===== src/rtl/water_pkg.sv =====
// water_pkg: shared states, trend codes and level codes for the water-level path.
package water_pkg;
    typedef enum logic [1:0] {INIT, STABLE, CANDIDATE} wl_state_t;
    localparam logic [1:0] TREND_NONE = 2'b00;
    localparam logic [1:0] TREND_UP   = 2'b01;
    localparam logic [1:0] TREND_DOWN = 2'b10;
    localparam logic [1:0] LVL_0 = 2'b00;
    localparam logic [1:0] LVL_1 = 2'b01;
    localparam logic [1:0] LVL_2 = 2'b10;
    localparam logic [1:0] LVL_3 = 2'b11;
    function automatic logic big_jump(input logic [1:0] a, input logic [1:0] b);
        logic [1:0] d;
        d = (a > b) ? a - b : b - a;
        return d >= 2'd2;
    endfunction
endpackage


===== src/rtl/water_level_filter_if.sv =====
// water_level_filter_if: sensor input and conditioned level outputs.
interface water_level_filter_if #(parameter int NBITS_LEVEL = 2);
    logic [NBITS_LEVEL-1:0] sensor_raw;
    logic                   clear_fault;
    logic [NBITS_LEVEL-1:0] level;
    logic                   level_valid;
    logic                   level_changed;
    logic [1:0]             trend;
    logic                   fault;
    modport master (output sensor_raw, clear_fault, input level, level_valid, level_changed, trend, fault);
    modport slave  (input sensor_raw, clear_fault, output level, level_valid, level_changed, trend, fault);
endinterface


===== src/rtl/sync2.sv =====
// sync2: two-flop synchroniser for an asynchronous multi-bit input.
module sync2 #(parameter int W = 2) (
    input  logic         i_clk,
    input  logic         i_rst_n,
    input  logic [W-1:0] i_d,
    output logic [W-1:0] o_q
);
    logic [W-1:0] r_meta;
    logic [W-1:0] r_q;
    always_ff @(posedge i_clk or negedge i_rst_n) begin
        if (!i_rst_n) begin
            r_meta <= '0;
            r_q    <= '0;
        end else begin
            r_meta <= i_d;
            r_q    <= r_meta;
        end
    end
    assign o_q = r_q;
endmodule


===== src/rtl/water_level_filter.sv =====
// water_level_filter: synchronise and debounce the raw water-sensor code, then
// report the accepted level with valid, change pulse, trend and sticky fault.
module water_level_filter
    import water_pkg::*;
#(
    parameter int STABLE_CYCLES = 3,
    parameter int NBITS_LEVEL   = 2
) (
    input  logic clk_2,
    input  logic reset_n,
    water_level_filter_if.slave bus
);
    localparam logic [3:0] C_SC    = 4'(STABLE_CYCLES);
    localparam logic [3:0] C_SC_M1 = 4'(STABLE_CYCLES - 1);

    logic [NBITS_LEVEL-1:0] w_sync;
    wl_state_t              r_state, w_state;
    logic [NBITS_LEVEL-1:0] r_cand, w_cand;
    logic [3:0]             r_cnt, w_cnt, w_inc;
    logic [1:0]             r_fill, w_fill;
    logic [NBITS_LEVEL-1:0] r_level, w_level;
    logic                   r_valid, w_valid;
    logic                   r_changed, w_changed;
    logic [1:0]             r_trend, w_trend;
    logic                   r_fault, w_fault;

    sync2 #(.W(NBITS_LEVEL)) u_sync (
        .i_clk   (clk_2),
        .i_rst_n (reset_n),
        .i_d     (bus.sensor_raw),
        .o_q     (w_sync)
    );

    assign w_inc = (w_sync == r_cand) ? r_cnt + 4'd1 : 4'd1;

    always_ff @(posedge clk_2 or negedge reset_n) begin
        if (!reset_n) begin
            r_state   <= INIT;
            r_cand    <= '0;
            r_cnt     <= '0;
            r_fill    <= '0;
            r_level   <= LVL_0;
            r_valid   <= 1'b0;
            r_changed <= 1'b0;
            r_trend   <= TREND_NONE;
            r_fault   <= 1'b0;
        end else begin
            r_state   <= w_state;
            r_cand    <= w_cand;
            r_cnt     <= w_cnt;
            r_fill    <= w_fill;
            r_level   <= w_level;
            r_valid   <= w_valid;
            r_changed <= w_changed;
            r_trend   <= w_trend;
            r_fault   <= w_fault;
        end
    end

    // A fault set on the accept edge is assigned after the clear, so it wins.
    always_comb begin
        w_state   = r_state;
        w_cand    = r_cand;
        w_cnt     = r_cnt;
        w_fill    = r_fill;
        w_level   = r_level;
        w_valid   = r_valid;
        w_changed = 1'b0;
        w_trend   = r_trend;
        w_fault   = r_fault & ~bus.clear_fault;
        case (r_state)
            INIT: begin
                if (r_fill != 2'd2) begin
                    w_fill = r_fill + 2'd1;
                end else begin
                    w_cand = w_sync;
                    w_cnt  = w_inc;
                    if (w_inc == C_SC) begin
                        w_level = w_sync;
                        w_valid = 1'b1;
                        w_state = STABLE;
                    end
                end
            end
            STABLE: begin
                if (w_sync != r_level) begin
                    w_cand  = w_sync;
                    w_cnt   = 4'd1;
                    w_state = CANDIDATE;
                end
            end
            CANDIDATE: begin
                if (w_sync == r_level) begin
                    w_cnt   = 4'd0;
                    w_state = STABLE;
                end else if (w_sync != r_cand) begin
                    w_cand = w_sync;
                    w_cnt  = 4'd1;
                end else if (r_cnt == C_SC_M1) begin
                    w_level   = r_cand;
                    w_changed = 1'b1;
                    w_trend   = (r_cand > r_level) ? TREND_UP : TREND_DOWN;
                    w_fault   = big_jump(r_cand, r_level) | w_fault;
                    w_state   = STABLE;
                end else begin
                    w_cnt = r_cnt + 4'd1;
                end
            end
            default: w_state = INIT;
        endcase
    end

    assign bus.level         = r_level;
    assign bus.level_valid   = r_valid;
    assign bus.level_changed = r_changed;
    assign bus.trend         = r_trend;
    assign bus.fault         = r_fault;
endmodule


===== src/flat_wrapper.sv =====
// flat-port wrapper written by rule: the top's interface ports become plain ports
module water_level_filter_flat import water_pkg::*;
#(
    parameter int STABLE_CYCLES = 3,
    parameter int NBITS_LEVEL   = 2
)
  (clk_2, reset_n, bus_sensor_raw, bus_clear_fault, bus_level, bus_level_valid, bus_level_changed, bus_trend, bus_fault);
  water_level_filter_if #(.NBITS_LEVEL(NBITS_LEVEL)) bus_i ();
  input  logic clk_2;
  input  logic reset_n;
  input wire logic [$bits(bus_i.sensor_raw)-1:0] bus_sensor_raw;
  input wire logic [$bits(bus_i.clear_fault)-1:0] bus_clear_fault;
  output wire logic [$bits(bus_i.level)-1:0] bus_level;
  output wire logic [$bits(bus_i.level_valid)-1:0] bus_level_valid;
  output wire logic [$bits(bus_i.level_changed)-1:0] bus_level_changed;
  output wire logic [$bits(bus_i.trend)-1:0] bus_trend;
  output wire logic [$bits(bus_i.fault)-1:0] bus_fault;
  assign bus_i.sensor_raw = bus_sensor_raw;
  assign bus_i.clear_fault = bus_clear_fault;
  assign bus_level = bus_i.level;
  assign bus_level_valid = bus_i.level_valid;
  assign bus_level_changed = bus_i.level_changed;
  assign bus_trend = bus_i.trend;
  assign bus_fault = bus_i.fault;
  water_level_filter #(.STABLE_CYCLES(STABLE_CYCLES), .NBITS_LEVEL(NBITS_LEVEL)) u_core (.clk_2(clk_2), .reset_n(reset_n), .bus(bus_i));
endmodule

===== config.mk =====
export PLATFORM = sky130hd
export DESIGN_NAME = water_level_filter_flat
export DESIGN_NICKNAME = d
export VERILOG_FILES = /design/src/rtl/water_pkg.sv /design/src/rtl/water_level_filter_if.sv /design/src/rtl/sync2.sv /design/src/rtl/water_level_filter.sv /design/src/flat_wrapper.sv
export SDC_FILE = /design/constraint.sdc
export NUM_CORES = 1
export LEC_CHECK = 0
export ABC_AREA = 1
export CORE_AREA = 4 4 62 64
export CTS_BUF_LIST = sky130_fd_sc_hd__clkbuf_2
export DETAILED_ROUTE_END_ITERATION = 12
export DIE_AREA = 0 0 66 68
export DONT_BUFFER_PORTS = 1
export GPL_TIMING_DRIVEN = 0
export PLACE_DENSITY = 0.54
export SLEW_MARGIN = 15
export SYNTH_ARGS = -nofsm -noshare
export SYNTH_HDL_FRONTEND = slang
export SYNTH_SLANG_ARGS = --single-unit

===== constraint.sdc =====
create_clock -name clk_2 -period 1.8 [get_ports clk_2]
set_input_delay 0.09 -clock clk_2 [delete_from_list [all_inputs] [get_ports clk_2]]
set_output_delay 0.09 -clock clk_2 [all_outputs]
set_load 0.02 [all_outputs]

==> impl_metrics.xml, run 1 <==
<?xml version="1.0" encoding="UTF-8"?>
<metrics>
  <group name="setup_path">
    <metric name="req_time_crit_path" unit="ps">2060</metric>
    <metric name="critical_path_fanouts_max" unit="">5</metric>
    <metric name="setup.worst_path.end_class" unit="">flip-flop</metric>
    <metric name="timing_worst_setup_path_type" unit="">reg2reg</metric>
    <metric name="startpoint" unit="">u_core.bus.level[0]</metric>
    <metric name="crit_path_end" unit="">u_core.bus.fault</metric>
    <metric name="signal_arrival_time_at_the_worst_endpoint" unit="ps">1980</metric>
    <metric name="cp-start-kind" unit="">flip-flop</metric>
    <metric name="reg2reg_from" unit="">u_core.bus.level[0]</metric>
    <metric name="reg2reg_slack" unit="ps">80</metric>
    <metric name="worst-r2r-cell-count" unit="">7</metric>
    <metric name="r2r-end" unit="">u_core.bus.fault</metric>
  </group>
  <group name="route">
    <metric name="met3_routed_wirelength" unit="um">69</metric>
    <metric name="drtIter0Drc" unit="">25</metric>
    <metric name="number_of_design_rule_violations_left_after_detail_routing" unit="">0</metric>
    <metric name="drt_pass1_iterations" unit="">4</metric>
    <metric name="num_vias" unit="">893</metric>
    <metric name="finalWirelength" unit="um">2260</metric>
    <metric name="routed_wire_per_std_cell" unit="um">11.5</metric>
    <metric name="met1_length" unit="um">1080</metric>
    <metric name="drtAntennaViolNets" unit="">0</metric>
    <metric name="top_signal_layer_used" unit="">met4</metric>
    <metric name="post_drt_via_cell_ratio" unit="">4.53</metric>
    <metric name="met2RoutedLength" unit="um">1100</metric>
  </group>
  <group name="synth">
    <metric name="mappedNetlistArea" unit="sq um">1260</metric>
    <metric name="ys_warn_count" unit="">0</metric>
    <metric name="postSynthAreaPerCell" unit="sq um">8.92</metric>
    <metric name="yosys.cell_count.top_type" unit="">sky130_fd_sc_hd__nand2_1</metric>
    <metric name="synth.top_cell.area_share" unit="%">41.8</metric>
    <metric name="synth_enable_flop_cells" unit="">0</metric>
    <metric name="ys_top_cells_by_count" unit="">sky130_fd_sc_hd__nand2_1, sky130_fd_sc_hd__dfrtp_1, sky130_fd_sc_hd__inv_1</metric>
    <metric name="ys_top_cells_by_area" unit="">sky130_fd_sc_hd__dfrtp_1, sky130_fd_sc_hd__nand2_1, sky130_fd_sc_hd__ha_1</metric>
    <metric name="yosys.cell_types.count" unit="">26</metric>
    <metric name="synth_async_sr_flop_share" unit="%">100</metric>
    <metric name="ys_dominant_reg_cell" unit="">sky130_fd_sc_hd__dfrtp_1</metric>
    <metric name="seq_area_frac_synth" unit="%">41.8</metric>
    <metric name="syn-num-nets" unit="">157</metric>
    <metric name="synth_area_leader_cell" unit="">sky130_fd_sc_hd__dfrtp_1</metric>
    <metric name="postSynthCellCount" unit="">141</metric>
    <metric name="synth_seq_cells" unit="">21</metric>
  </group>
  <group name="layout">
    <metric name="final_cell_count_no_fill" unit="">197</metric>
    <metric name="layout.filler_cells" unit="">320</metric>
    <metric name="final_nets" unit="">168</metric>
    <metric name="drive_above_1_share" unit="%">22.5</metric>
    <metric name="fin_util" unit="%">43.5</metric>
    <metric name="diodes" unit="">0</metric>
    <metric name="flow.area_growth_from_synthesis" unit="%">13.6</metric>
  </group>
  <group name="clocking">
    <metric name="cts.root.buffer_cell" unit="">sky130_fd_sc_hd__clkbuf_2</metric>
    <metric name="clk_pin_slew_worst_paths" unit="ps">220</metric>
    <metric name="cts-root-to-sink-buffers" unit="">2</metric>
    <metric name="ctsHtreeMaxLevel" unit="">1</metric>
    <metric name="insertion_delay" unit="ps">330</metric>
    <metric name="numCtsBuffers" unit="">3</metric>
    <metric name="numClockSinks" unit="">21</metric>
    <metric name="cts_tree" unit="">built</metric>
  </group>
  <group name="sta">
    <metric name="portion_of_the_clock_cycle_consumed_by_the_worst_path_in_the_final_layout" unit="%">95.5</metric>
    <metric name="final_max_slew_viol_count" unit="">0</metric>
    <metric name="achievable-frequency" unit="GHz">0.581</metric>
    <metric name="timing.slew.headroom" unit="%">34.5</metric>
    <metric name="number_of_endpoints_failing_setup_at_the_final_stage" unit="">0</metric>
    <metric name="timing.clock.skew" unit="ps">6.61</metric>
    <metric name="layout_min_cycle_time" unit="ps">1720</metric>
    <metric name="holdWs" unit="ps">287</metric>
    <metric name="timing_worst_slew_pin_value" unit="ps">980</metric>
    <metric name="finalHoldViolCount" unit="">0</metric>
  </group>
  <group name="place">
    <metric name="gp_congestion" unit="">0.719</metric>
    <metric name="dp.cells" unit="">187</metric>
    <metric name="dp.final_hpwl" unit="um">1690</metric>
    <metric name="port_buffers" unit="">0</metric>
  </group>
  <group name="global_route">
    <metric name="antenna_violations_before_repair" unit="">0</metric>
    <metric name="pin_count_of_the_biggest_net_entering_global_routing" unit="">22</metric>
    <metric name="global_route.overflow_total" unit="">0</metric>
    <metric name="grt_pass1_vias" unit="">906</metric>
    <metric name="globalRouteTotalUtil" unit="%">11.7</metric>
    <metric name="grt_pass1_wl" unit="um">3950</metric>
  </group>
  <group name="floorplanning">
    <metric name="dieArea" unit="sq um">4490</metric>
    <metric name="io_pins" unit="">12</metric>
    <metric name="placement_rows" unit="">21</metric>
    <metric name="core_region_area" unit="sq um">3280</metric>
    <metric name="die_width" unit="um">66</metric>
    <metric name="die_height" unit="um">68</metric>
    <metric name="initial_cell_density_of_the_core" unit="%">38.3</metric>
  </group>
  <group name="power_and_ir_drop">
    <metric name="power" unit="uW">2220</metric>
    <metric name="power.static_leakage" unit="uW">0.000721</metric>
    <metric name="power_density" unit="nW/um^2">1550</metric>
    <metric name="max-vdd-ir-drop" unit="V">0.000502</metric>
  </group>
  <group name="run_status">
    <metric name="status" unit="">completed</metric>
  </group>
  <group name="flow_run">
    <metric name="timing.max_cap.violations" unit="">0</metric>
  </group>
  <group name="worst_hold_path">
    <metric name="worstHoldPathType" unit="">in2reg</metric>
  </group>
</metrics>
-- cell usage in the layout (no fill, tap or decap), drive strengths merged --
cell          n
nor2          7
xor2          1
nand4         5
clkinv        1
nand3        10
ha           10
o21ai        12
clkbuf        3
nand2        44
nor3b         1
buf           3
fa            1
o21a          1
dlygate4sd3   4
dfrtp        21
mux2          1
a21oi         2
inv          20
o21bai        1
xnor2         3
-- layout make-up --
type	count	area [sq um]	area share [%]
multi-input cells	99	681	47.6
flip-flops and latches	21	528	37.0
inverters	20	80.1	5.60
repair buffers	7	62.6	4.38
well taps	46	57.6	4.03
clock buffers	3	15.0	1.05
clock inverters	1	5.00	0.350
-- routing by layer --
layer | track usage [%] | vias to the layer above
met5 | 0 | -
li1 | - | 469
met4 | 4.57 | 0
met1 | 14.6 | 410
met2 | 19.9 | 12
met3 | 2.63 | 2
-- critical path, cell delays in order, from the launching register on --
cell                      delay (ps)
sky130_fd_sc_hd__dfrtp_2         550
sky130_fd_sc_hd__ha_4            160
sky130_fd_sc_hd__inv_1            50
sky130_fd_sc_hd__fa_2            340
sky130_fd_sc_hd__nand2_1          90
sky130_fd_sc_hd__mux2_2          330
sky130_fd_sc_hd__nand2_1          50
sky130_fd_sc_hd__o21ai_1          60
-- logic make-up (layout without fill, tap and decap cells) --
family          count (synthesis)  count (layout)  synth area share, %
flops                          21              21                 41.8
fa+ha+maj                      11              11                 11.5
simple gates                   67              67                 28.7
compound gates                 16              16                 7.66
mux                             1               1                0.895
buf+inv                        21              31                 6.67
xor+xnor                        4               4                 2.79
-- timing repair --
action                                  4_1_cts  5_1_grt
hold buffers                                  4        0
resized for setup                             2        8
cloned                                        0        0
hold endpoints to repair                     24        0
pin swaps                                     0        3
endpoints found under the setup margin        1        8
buffers inserted                              1        2
-- sequential cells by signal, summed over array words and instances (netlist names) --
register / flops
u_core.u_sync.o_q: 2
u_core.r_cand: 2
u_core.bus.level_changed: 1
u_core.u_sync.r_meta: 2
u_core.bus.trend: 2
u_core.r_state: 2
u_core.bus.fault: 1
u_core.r_cnt: 4
u_core.r_fill: 2
u_core.bus.level_valid: 1
u_core.bus.level: 2
-- metrics by stage --
| stage | setup TNS (ps) | area (sq um) | setup WS [ps] |
|---|---|---|---|
| 5_1_grt | -9.05 | 1430 | -9.05 |
| 4_1_cts | 0 | 1390 | 7.30 |
| 6_report | 0 | 1430 | 80.2 |
| 3_5_place_dp | -58.1 | 1320 | -58.1 |
| 3_3_place_gp | -41.2 | 1320 | -41.2 |
| 2_1_floorplan | 0 | 1260 | 62.6 |
-- worst min-delay path by stage --
stage,startpoint,endpoint,slack [ps],cells past startpoint
finish,bus_sensor_raw[1],u_core.u_sync.r_meta[1],290,1
global route,bus_sensor_raw[0],u_core.u_sync.r_meta[0],260,1
CTS,bus_sensor_raw[1],u_core.u_sync.r_meta[1],250,1
detailed placement,reset_n,u_core.bus.fault,-200,0
global placement,reset_n,u_core.r_cand[0],-200,0
floorplan,reset_n,u_core.bus.fault,-210,0
-- where the power goes --
part	leakage, uW	total [uW]	switching [uW]	internal [uW]
Clock	0.0000164	209	158	50.4
Combinational	0.000445	1200	699	503
Sequential	0.000260	810	209	601
Total	0.000721	2220	1070	1150
Power figures use the tool's default switching activity.
==> inputs of run 2 (changes only) <==
- ABC_AREA: 1 -> unset
- CORE_AREA: 4 4 62 64 -> 4 4 75 77
- DIE_AREA: 0 0 66 68 -> 0 0 79 81
- PLACE_DENSITY: 0.54 -> 0.39
==> run 2 against run 1 <==
The flow now finishes with violations (negative setup slack). First-iteration DRC count rose by 52%. Sequential cell count did not move. Via count rose by 10%. Setup slack got worse by 99 ps. Largest power group unchanged.
==> impl_metrics.xml, run 2 <==
<?xml version="1.0" encoding="UTF-8"?>
<metrics>
  <group name="run_status">
    <metric name="status" unit="">finished, violations left</metric>
    <metric name="failed_checks" unit="">negative setup slack</metric>
  </group>
  <group name="sta">
    <metric name="final_max_slew_viol_count" unit="">0</metric>
    <metric name="achievable-frequency" unit="GHz">0.550</metric>
    <metric name="timing_worst_slew_pin_value" unit="ps">985</metric>
    <metric name="holdWs" unit="ps">276</metric>
    <metric name="timing.clock.skew" unit="ps">14.6</metric>
    <metric name="finalHoldViolCount" unit="">0</metric>
    <metric name="number_of_endpoints_failing_setup_at_the_final_stage" unit="">1</metric>
    <metric name="rsz_0062_raised_after_global_routing" unit="">yes</metric>
    <metric name="portion_of_the_clock_cycle_consumed_by_the_worst_path_in_the_final_layout" unit="%">101</metric>
    <metric name="layout_setup_ws" unit="ps">-18.4</metric>
    <metric name="layout_min_cycle_time" unit="ps">1820</metric>
    <metric name="timing.slew.headroom" unit="%">34.1</metric>
  </group>
  <group name="power_and_ir_drop">
    <metric name="power.static_leakage" unit="uW">0.000711</metric>
    <metric name="max-vdd-ir-drop" unit="V">0.000647</metric>
    <metric name="power_density" unit="nW/um^2">1700</metric>
  </group>
  <group name="global_route">
    <metric name="antenna_violations_before_repair" unit="">0</metric>
    <metric name="pin_count_of_the_biggest_net_entering_global_routing" unit="">22</metric>
    <metric name="grt_pass1_wl" unit="um">4830</metric>
    <metric name="globalRouteTotalUtil" unit="%">9.74</metric>
    <metric name="grt_pass1_vias" unit="">962</metric>
    <metric name="global_route.overflow_total" unit="">0</metric>
  </group>
  <group name="synth">
    <metric name="ys_top_cells_by_area" unit="">sky130_fd_sc_hd__dfrtp_1, sky130_fd_sc_hd__ha_1, sky130_fd_sc_hd__inv_1</metric>
    <metric name="yosys.cell_count.top_type" unit="">sky130_fd_sc_hd__dfrtp_1</metric>
    <metric name="mappedNetlistArea" unit="sq um">1210</metric>
    <metric name="seq_area_frac_synth" unit="%">43.6</metric>
    <metric name="synth_seq_cells" unit="">21</metric>
    <metric name="ys_warn_count" unit="">0</metric>
    <metric name="synth_enable_flop_cells" unit="">0</metric>
    <metric name="ys_top_cells_by_count" unit="">sky130_fd_sc_hd__dfrtp_1, sky130_fd_sc_hd__inv_1, sky130_fd_sc_hd__nor2_1</metric>
    <metric name="synth_async_sr_flop_share" unit="%">100</metric>
    <metric name="ys_dominant_reg_cell" unit="">sky130_fd_sc_hd__dfrtp_1</metric>
    <metric name="postSynthCellCount" unit="">122</metric>
    <metric name="postSynthAreaPerCell" unit="sq um">9.89</metric>
    <metric name="syn-num-nets" unit="">138</metric>
    <metric name="yosys.cell_types.count" unit="">35</metric>
    <metric name="synth.top_cell.area_share" unit="%">43.6</metric>
    <metric name="synth_area_leader_cell" unit="">sky130_fd_sc_hd__dfrtp_1</metric>
  </group>
  <group name="route">
    <metric name="drtAntennaViolNets" unit="">0</metric>
    <metric name="routed_wire_per_std_cell" unit="um">12.7</metric>
    <metric name="drt_pass1_iterations" unit="">4</metric>
    <metric name="drtIter0Drc" unit="">38</metric>
    <metric name="number_of_design_rule_violations_left_after_detail_routing" unit="">0</metric>
    <metric name="finalWirelength" unit="um">2760</metric>
    <metric name="post_drt_via_cell_ratio" unit="">4.54</metric>
    <metric name="num_vias" unit="">986</metric>
  </group>
  <group name="floorplanning">
    <metric name="io_pins" unit="">12</metric>
    <metric name="placement_rows" unit="">26</metric>
    <metric name="die_width" unit="um">79</metric>
    <metric name="core_region_area" unit="sq um">5010</metric>
    <metric name="die_height" unit="um">81</metric>
    <metric name="initial_cell_density_of_the_core" unit="%">24.1</metric>
    <metric name="dieArea" unit="sq um">6400</metric>
  </group>
  <group name="layout">
    <metric name="layout.cells.most_common" unit="">sky130_fd_sc_hd__buf_4</metric>
    <metric name="drive_above_1_share" unit="%">36.1</metric>
    <metric name="final_nets" unit="">164</metric>
    <metric name="fin_util" unit="%">32.7</metric>
    <metric name="largest_reg_flops" unit="">4</metric>
    <metric name="most-common-layout-cells" unit="">sky130_fd_sc_hd__buf_4, sky130_fd_sc_hd__dfrtp_1, sky130_fd_sc_hd__inv_1, sky130_fd_sc_hd__nor2_1, sky130_fd_sc_hd__nand2_1</metric>
    <metric name="max_flop_register" unit="">u_core.r_cnt</metric>
    <metric name="diodes" unit="">0</metric>
    <metric name="flow.area_growth_from_synthesis" unit="%">35.7</metric>
  </group>
  <group name="clocking">
    <metric name="cts_tree" unit="">built</metric>
    <metric name="numCtsBuffers" unit="">3</metric>
    <metric name="numClockSinks" unit="">21</metric>
    <metric name="ctsHtreeMaxLevel" unit="">1</metric>
    <metric name="insertion_delay" unit="ps">340</metric>
    <metric name="clk_pin_slew_worst_paths" unit="ps">230</metric>
    <metric name="cts-root-to-sink-buffers" unit="">2</metric>
    <metric name="cts.root.buffer_cell" unit="">sky130_fd_sc_hd__clkbuf_2</metric>
  </group>
  <group name="place">
    <metric name="dp.final_hpwl" unit="um">1920</metric>
    <metric name="port_buffers" unit="">0</metric>
    <metric name="gp_congestion" unit="">0.781</metric>
  </group>
  <group name="setup_path">
    <metric name="setup.worst_path.end_class" unit="">flip-flop</metric>
    <metric name="signal_arrival_time_at_the_worst_endpoint" unit="ps">2100</metric>
    <metric name="timing_worst_setup_path_type" unit="">reg2reg</metric>
    <metric name="critical_path_fanouts_max" unit="">5</metric>
    <metric name="cp-start-kind" unit="">flip-flop</metric>
    <metric name="req_time_crit_path" unit="ps">2090</metric>
  </group>
  <group name="flow_run">
    <metric name="timing.max_cap.violations" unit="">0</metric>
  </group>
  <group name="worst_hold_path">
    <metric name="worstHoldPathType" unit="">in2reg</metric>
  </group>
</metrics>
run 2: changes by cell type after synthesis, sizes merged, moves of 3 or more:
cell    change
a211oi      +3
inv         -6
nand2      -34
nand3       -5
nor2        +6
nor3        +3
run 2: worst max-delay path, stage by stage (launching register included):
cell and delay (ps):
sky130_fd_sc_hd__dfrtp_2 590, sky130_fd_sc_hd__xor2_4 280, sky130_fd_sc_hd__o21ai_4 110, sky130_fd_sc_hd__a21o_1 200, sky130_fd_sc_hd__or4_1 500, sky130_fd_sc_hd__nand3_1 90
run 2: path summary, 6_finish.rpt:
path / depth (start not counted) / endpoint / slack (ps) / startpoint
worst max-delay path: 5 / u_core.r_cnt[3] / -20 / u_core.bus.level[0]
worst min register to register: 0 / u_core.u_sync.o_q[0] / 380 / u_core.u_sync.r_meta[0]
min in group asynchronous: 1 / u_core.bus.trend[1] / 320 / reset_n
worst max register to register: 5 / u_core.r_cnt[3] / -20 / u_core.bus.level[0]
worst min-delay path: 1 / u_core.u_sync.r_meta[1] / 280 / bus_sensor_raw[1]
max in group asynchronous: 1 / u_core.r_cnt[0] / 820 / reset_n
run 2: what timing repair did:
item / in CTS / in global routing
endpoints found under the setup margin: 11 / 11
hold buffers: 4 / 0
pin swaps: 6 / 6
gates resized for setup: 18 / 11
setup buffers: 9 / 8
endpoints found under the hold margin: 24 / 0
run 2: stage by stage:
stage | cells | setup WS, ps | TNS (ps) | cell area, sq um | total power, uW
after floorplan | 122 | 6.81 | 0 | 1240 | 1810
after global placement | 192 | -248 | -1020 | 1330 | 2070
after global routing | 217 | -136 | -582 | 1640 | 3040
after detailed placement | 192 | -267 | -1190 | 1330 | 2090
final | 217 | -18.4 | -18.4 | 1640 | 2780
after CTS | 209 | -32.3 | -66.5 | 1540 | 2550
run 2: metal layers:
layer / vias up / global-route usage [%] / part of all wire [%]
met1: 493 / 13.0 / 49
met3: 2 / 2.99 / 3.5
met5: - / 0 / 0
met4: 0 / 2.06 / 1.0
met2: 15 / 15.6 / 47
li1: 476 / - / -
run 2: kinds of logic (layout without fill, tap and decap cells):
kind of cell    after synthesis  in the layout  synth area share (%)
flops                        21             21                  43.6
buf+inv                      14             39                  4.36
compound gates               27             27                  15.8
xor+xnor                      6              6                  5.60
simple gates                 39             39                  15.1
mux                           4              4                  3.53
fa+ha+maj                    11             11                  12.0
run 2: where the power goes:
| group | internal [uW] | total (uW) | switching [uW] |
|---|---|---|---|
| clock | 50.4 | 212 | 161 |
| combinational | 835 | 1710 | 872 |
| sequential | 608 | 858 | 250 |
run 2: final cells by class:
cell class | instances | area (sq um)
multi-input cells | 87 | 774
clock buffers | 3 | 15.0
repair buffers | 21 | 168
well taps | 70 | 87.6
clock inverters | 1 | 5.00
fillers | 539 | 3370
flip-flops and latches | 21 | 534
inverters | 14 | 52.6
